==> src/rtl/sensor_conditioner.sv <==
// -----------------------------------------------------------------------------
// sensor_conditioner
//
// Purpose:
//   Cleans the raw farm-road vehicle detector before it reaches the traffic
//   light controller. The chain is a 2-flop synchroniser, a debounce filter
//   and a latched-call request FSM. The FSM holds a vehicle call until the
//   controller reports farm green, so a vehicle that pulls away early is
//   still served.
//
// Optional feature (compile-time macro SENSOR_STUCK_DETECT_EN):
//   When defined, a saturating presence counter flags a detector that has
//   been continuously asserted for STUCK_CYCLES cycles. While flagged, the
//   call is suppressed and the FSM is held in IDLE. When undefined, no
//   counter is built and stuck_fault is tied low.
//
// Ports:
//   clk             in   system clock, rising edge
//   rst_n           in   asynchronous active-low reset
//   sensor_raw      in   raw detector output, asynchronous to clk, may bounce
//   farm_light[1:0] in   farm light code fed back from the controller
//   sensor          out  conditioned vehicle call to the controller
//   sensor_stable   out  debounced presence level
//   request_pending out  high while the FSM is in REQUEST
//   stuck_fault     out  stuck-sensor flag (0 when the feature is compiled out)
// -----------------------------------------------------------------------------
module sensor_conditioner #(
    parameter int         DEBOUNCE_CYCLES = 4,
    parameter int         CNT_W           = 8,
    parameter logic [1:0] FARM_GREEN_CODE = 2'b00,
    parameter int         STUCK_CYCLES    = 1000
) (
    input  logic       clk,
    input  logic       rst_n,
    input  logic       sensor_raw,
    input  logic [1:0] farm_light,
    output logic       sensor,
    output logic       sensor_stable,
    output logic       request_pending,
    output logic       stuck_fault
);

    localparam logic [CNT_W-1:0] DB_LAST = CNT_W'(DEBOUNCE_CYCLES - 1);

    typedef enum logic [1:0] {
        ST_IDLE    = 2'b00,
        ST_REQUEST = 2'b01,
        ST_SERVE   = 2'b10
    } state_t;

    logic             sync1_q, sync2_q;
    logic [CNT_W-1:0] cnt_q, cnt_d;
    logic             stable_q, stable_d;
    state_t           state_q, state_d;
    logic             fault_w;
    logic             farm_green;

    // Synchroniser: the only place sensor_raw is sampled.
    always_ff @(posedge clk or negedge rst_n) begin
        if (!rst_n) begin
            sync1_q <= 1'b0;
            sync2_q <= 1'b0;
        end else begin
            sync1_q <= sensor_raw;
            sync2_q <= sync1_q;
        end
    end

    // Debounce: a new level must differ from the accepted level on
    // DEBOUNCE_CYCLES consecutive edges; any agreeing edge restarts the count.
    always_comb begin
        cnt_d    = '0;
        stable_d = stable_q;
        if (sync2_q != stable_q) begin
            if (cnt_q == DB_LAST) begin
                stable_d = sync2_q;
                cnt_d    = '0;
            end else begin
                cnt_d = cnt_q + 1'b1;
            end
        end
    end

    always_ff @(posedge clk or negedge rst_n) begin
        if (!rst_n) begin
            cnt_q    <= '0;
            stable_q <= 1'b0;
        end else begin
            cnt_q    <= cnt_d;
            stable_q <= stable_d;
        end
    end

`ifdef SENSOR_STUCK_DETECT_EN
    localparam int                 STUCK_W   = $clog2(STUCK_CYCLES + 1);
    localparam logic [STUCK_W-1:0] STUCK_MAX = STUCK_W'(STUCK_CYCLES);

    logic [STUCK_W-1:0] stuck_cnt_q, stuck_cnt_d;

    // Saturates at STUCK_MAX so the fault stays asserted until presence drops.
    always_comb begin
        stuck_cnt_d = stuck_cnt_q;
        if (!stable_q) begin
            stuck_cnt_d = '0;
        end else if (stuck_cnt_q != STUCK_MAX) begin
            stuck_cnt_d = stuck_cnt_q + 1'b1;
        end
    end

    always_ff @(posedge clk or negedge rst_n) begin
        if (!rst_n) begin
            stuck_cnt_q <= '0;
        end else begin
            stuck_cnt_q <= stuck_cnt_d;
        end
    end

    assign fault_w = (stuck_cnt_q == STUCK_MAX);
`else
    // Keeps the threshold parameter referenced when the detector is absent.
    logic unused_stuck_cfg;
    assign unused_stuck_cfg = (STUCK_CYCLES > 0);

    assign fault_w = 1'b0;
`endif

    assign farm_green = (farm_light == FARM_GREEN_CODE);

    // Request FSM. REQUEST ignores sensor_stable so a departed vehicle's call
    // is still served; SERVE re-arms REQUEST if presence remains at end of green.
    always_comb begin
        state_d = state_q;
        case (state_q)
            ST_IDLE: begin
                if (stable_q) begin
                    state_d = ST_REQUEST;
                end
            end
            ST_REQUEST: begin
                if (farm_green) begin
                    state_d = ST_SERVE;
                end
            end
            ST_SERVE: begin
                if (!farm_green) begin
                    state_d = stable_q ? ST_REQUEST : ST_IDLE;
                end
            end
            default: begin
                state_d = ST_IDLE;
            end
        endcase
        if (fault_w) begin
            state_d = ST_IDLE;
        end
    end

    always_ff @(posedge clk or negedge rst_n) begin
        if (!rst_n) begin
            state_q <= ST_IDLE;
        end else begin
            state_q <= state_d;
        end
    end

    // Outputs decode registered state only. The fault gate is needed because
    // the FSM reaches IDLE one edge after the fault is raised.
    assign request_pending = (state_q == ST_REQUEST) & ~fault_w;
    assign sensor          = ((state_q == ST_REQUEST) |
                              ((state_q == ST_SERVE) & stable_q)) & ~fault_w;
    assign sensor_stable   = stable_q;
    assign stuck_fault     = fault_w;

endmodule

==> config.mk <==
export PLATFORM = sky130hd
export DESIGN_NAME = sensor_conditioner
export DESIGN_NICKNAME = d
export VERILOG_FILES = /design/src/rtl/sensor_conditioner.sv
export SDC_FILE = /design/constraint.sdc
export NUM_CORES = 1
export LEC_CHECK = 0
export BUFFER_PORTS_ARGS = -buffer_cell sky130_fd_sc_hd__buf_2
export CORE_AREA = 3 3 40 42
export DETAILED_ROUTE_END_ITERATION = 8
export DIE_AREA = 0 0 43 45
export GPL_TIMING_DRIVEN = 1
export PLACE_DENSITY_LB_ADDON = 0.15
export SKIP_LAST_GASP = 1
export SLEW_MARGIN = 20
export SYNTH_ARGS = -nofsm -noshare
export SYNTH_HDL_FRONTEND = slang
export SYNTH_SLANG_ARGS = --single-unit
==> constraint.sdc <==
create_clock -name clk -period 3.8 [get_ports clk]
set_input_delay 0.38 -clock clk [delete_from_list [all_inputs] [get_ports clk]]
set_output_delay 0.38 -clock clk [all_outputs]
set_load 0.05 [all_outputs]
==> reports/qor.yml <==
grt_pass1_vias: 400
yosys-top-cells-count: "dfrtp_1 (13), a21oi_1 (5), nand3_1 (4), nor2_1 (4), o21ai_0 (4)"
port_buffers: 7
post-route-util: 0.535
avgSynthCellArea_um2: 10.3
gp_congestion: 0.725
ys_warn_count: 0
critPathLaunchType: "register"
critical_path.slowest_cell: "dfrtp_1"
power_density_nw_per_um2: 643
clock.fmax_ghz: 0.601
syn_inst: 59
avgViaCountPerCell: 5.11
slew_violations: 0
drt_iter0_markers: 10
dpl.hpwl_um: 752
hold_class: "primary input to register"
status: "finished, final reports clean"
row_count: 13
setup_viol: 0
synthToLayoutAreaGrowth_pct: 12.7
core_um2: 1280
cts_tree: "built"
num_vias: 429
hold_violations: 0
drc: 0
path_clk_slew_ns: 0.07
grt_max_degree: 14
ant_nets: 0
multi_input_area_um2: 260
ys_seq_elements: 13
worst-endpoint-required_ns: 3.42
tns_ns: 0
maxCapViolCount: 0
vdd_ir_drop_max_uv: 356
fp.dieW_um: 43
die_area_um2: 1940
ys_seq_area_frac: 0.534
fillCellCount: 111
path_delay_family: "flip-flops"
synthArstFlopShare: 1.00
hold_ws_ns: 0.213
layout.nets: 76
initial_core_util: 0.474
wl_um: 1030
grt_pass1_wl_um: 1680
track_usage: 0.122
cts_sinks: 13
worstSkewPairLatency_ns: 0.27
synth_cell_types: 23
crit_fanout: 3
overflow: 0
synth_area_leader_cell: "dfrtp_1"
synth_top_area_share: 0.534
critical_path_arrival_ns: 1.28
post-route-period-util: 0.438
num_io_pins: 9
numCtsBuffers: 3
clock-root-buffer: "clkbuf_4"
syn-num-nets: 65
rsz0062_at_grt: "no"
synthTopCellsByArea: "dfrtp_1 (53%), xor2_1 (4.3%), a21oi_1 (4.1%), nand3_1 (3.3%), o21ai_0 (3.3%)"
avgRoutedWirePerCell_um: 12.3
synthFlopType: "dfrtp_1"
syn_area_um2: 609
synth_edf_count: 0
antenna_cells: 0
slowest_delay_ns: 0.41
cts_resized: 0
crit_chain: "nand2b_1 -> o21ai_0 -> buf_2"
dr.pass1.iters: 4
drive_gt1_frac: 0.188
cts-htree-levels: 1
yosysMostFrequentCell: "dfrtp_1"
crit_buf_inv: 1
antenna_found_initial: 0
final-seq-area_um2: 325
cp-end-kind: "primary output"
skew_ns: 0.00106
path_class: "register to primary output"
die_height_um: 45
p_leak_nw: 0.320
finalCriticalPeriod_ns: 1.66
cts_buffer_depth: 2
## cells in the final DEF, fill, tap and decap left out, types with 4 or more instances in the layout
cell type / n
nor2_1: 4
nand3_1: 4
dfrtp_1: 13
buf_2: 7
a21oi_1: 5
o21ai_0: 4
## power breakdown
part           internal, mW  total [mW]  leakage [nW]  switching, mW
Combinational        0.0514       0.169         0.134          0.117
Clock                0.0406      0.0823        0.0150         0.0417
Sequential            0.161       0.190         0.170         0.0292
Total                 0.253       0.441         0.320          0.188
## final timing paths
| kind | cells after the start | slack (ns) | end | start |
|---|---|---|---|---|
| max | 3 | 2.14 | sensor | state_q[0]$_DFFE_PN0P_ |
| min | 1 | 0.21 | sync1_q$_DFF_PN0_ | sensor_raw |
| max reg2reg | 3 | 2.20 | sensor_stable$_DFFE_PN0P_ | cnt_q[4]$_DFF_PN0_ |
| min in group asynchronous | 2 | 0.52 | state_q[0]$_DFFE_PN0P_ | rst_n |
| min reg2reg | 0 | 0.35 | sync2_q$_DFF_PN0_ | sync1_q$_DFF_PN0_ |
| max in group asynchronous | 2 | 3.06 | cnt_q[4]$_DFF_PN0_ | rst_n |
## layout make-up
cell class | count | share of cell area
flip-flops and latches | 13 | 0.474
multi-input cells | 41 | 0.379
repair buffers | 8 | 0.0656
clock buffers | 4 | 0.0383
well taps | 15 | 0.0273
inverters | 3 | 0.0164
## cell families after synthesis
family,synth area share
simple gates,0.191
other cells,0.00615
mux,0.0185
xor+xnor,0.0719
buf+inv,0.0390
flops,0.534
compound gates,0.119
fa+ha+maj,0.0205
## stage by stage
step	std cells	worst slack, ns	total power, mW	cell area, µm²
3_3_place_gp	79	2.22	0.360	651
2_1_floorplan	59	1.51	0.319	609
3_5_place_dp	79	2.21	0.360	651
6_report	84	2.14	0.441	687
5_1_grt	84	2.09	0.467	687
4_1_cts	84	2.14	0.448	687
## worst register-to-register path, cell delays in order, from the launching register on
cell and delay (ns):
dfrtp_1 0.42, or4_4 0.57, nor3_2 0.17, mux2_1 0.33
## registers in the layout, indices dropped and copies added, names as in the netlist
signal and cells:
sync1_q 1, sync2_q 1, state_q 2, cnt_q 8, sensor_stable 1
## timing repair
item | 4_1_cts | 5_1_grt
buffers inserted | 0 | 0
hold buffers | 1 | 0
endpoints found under the hold margin | 13 | 0
## per-layer routing
layer,track usage,up-vias,routed length [µm]
li1,-,219,-
met1,0.159,196,539
met2,0.171,12,429
met3,0.0359,2,50
met4,0.0904,0,13
met5,0,-,0
Power figures use the tool's default switching activity.
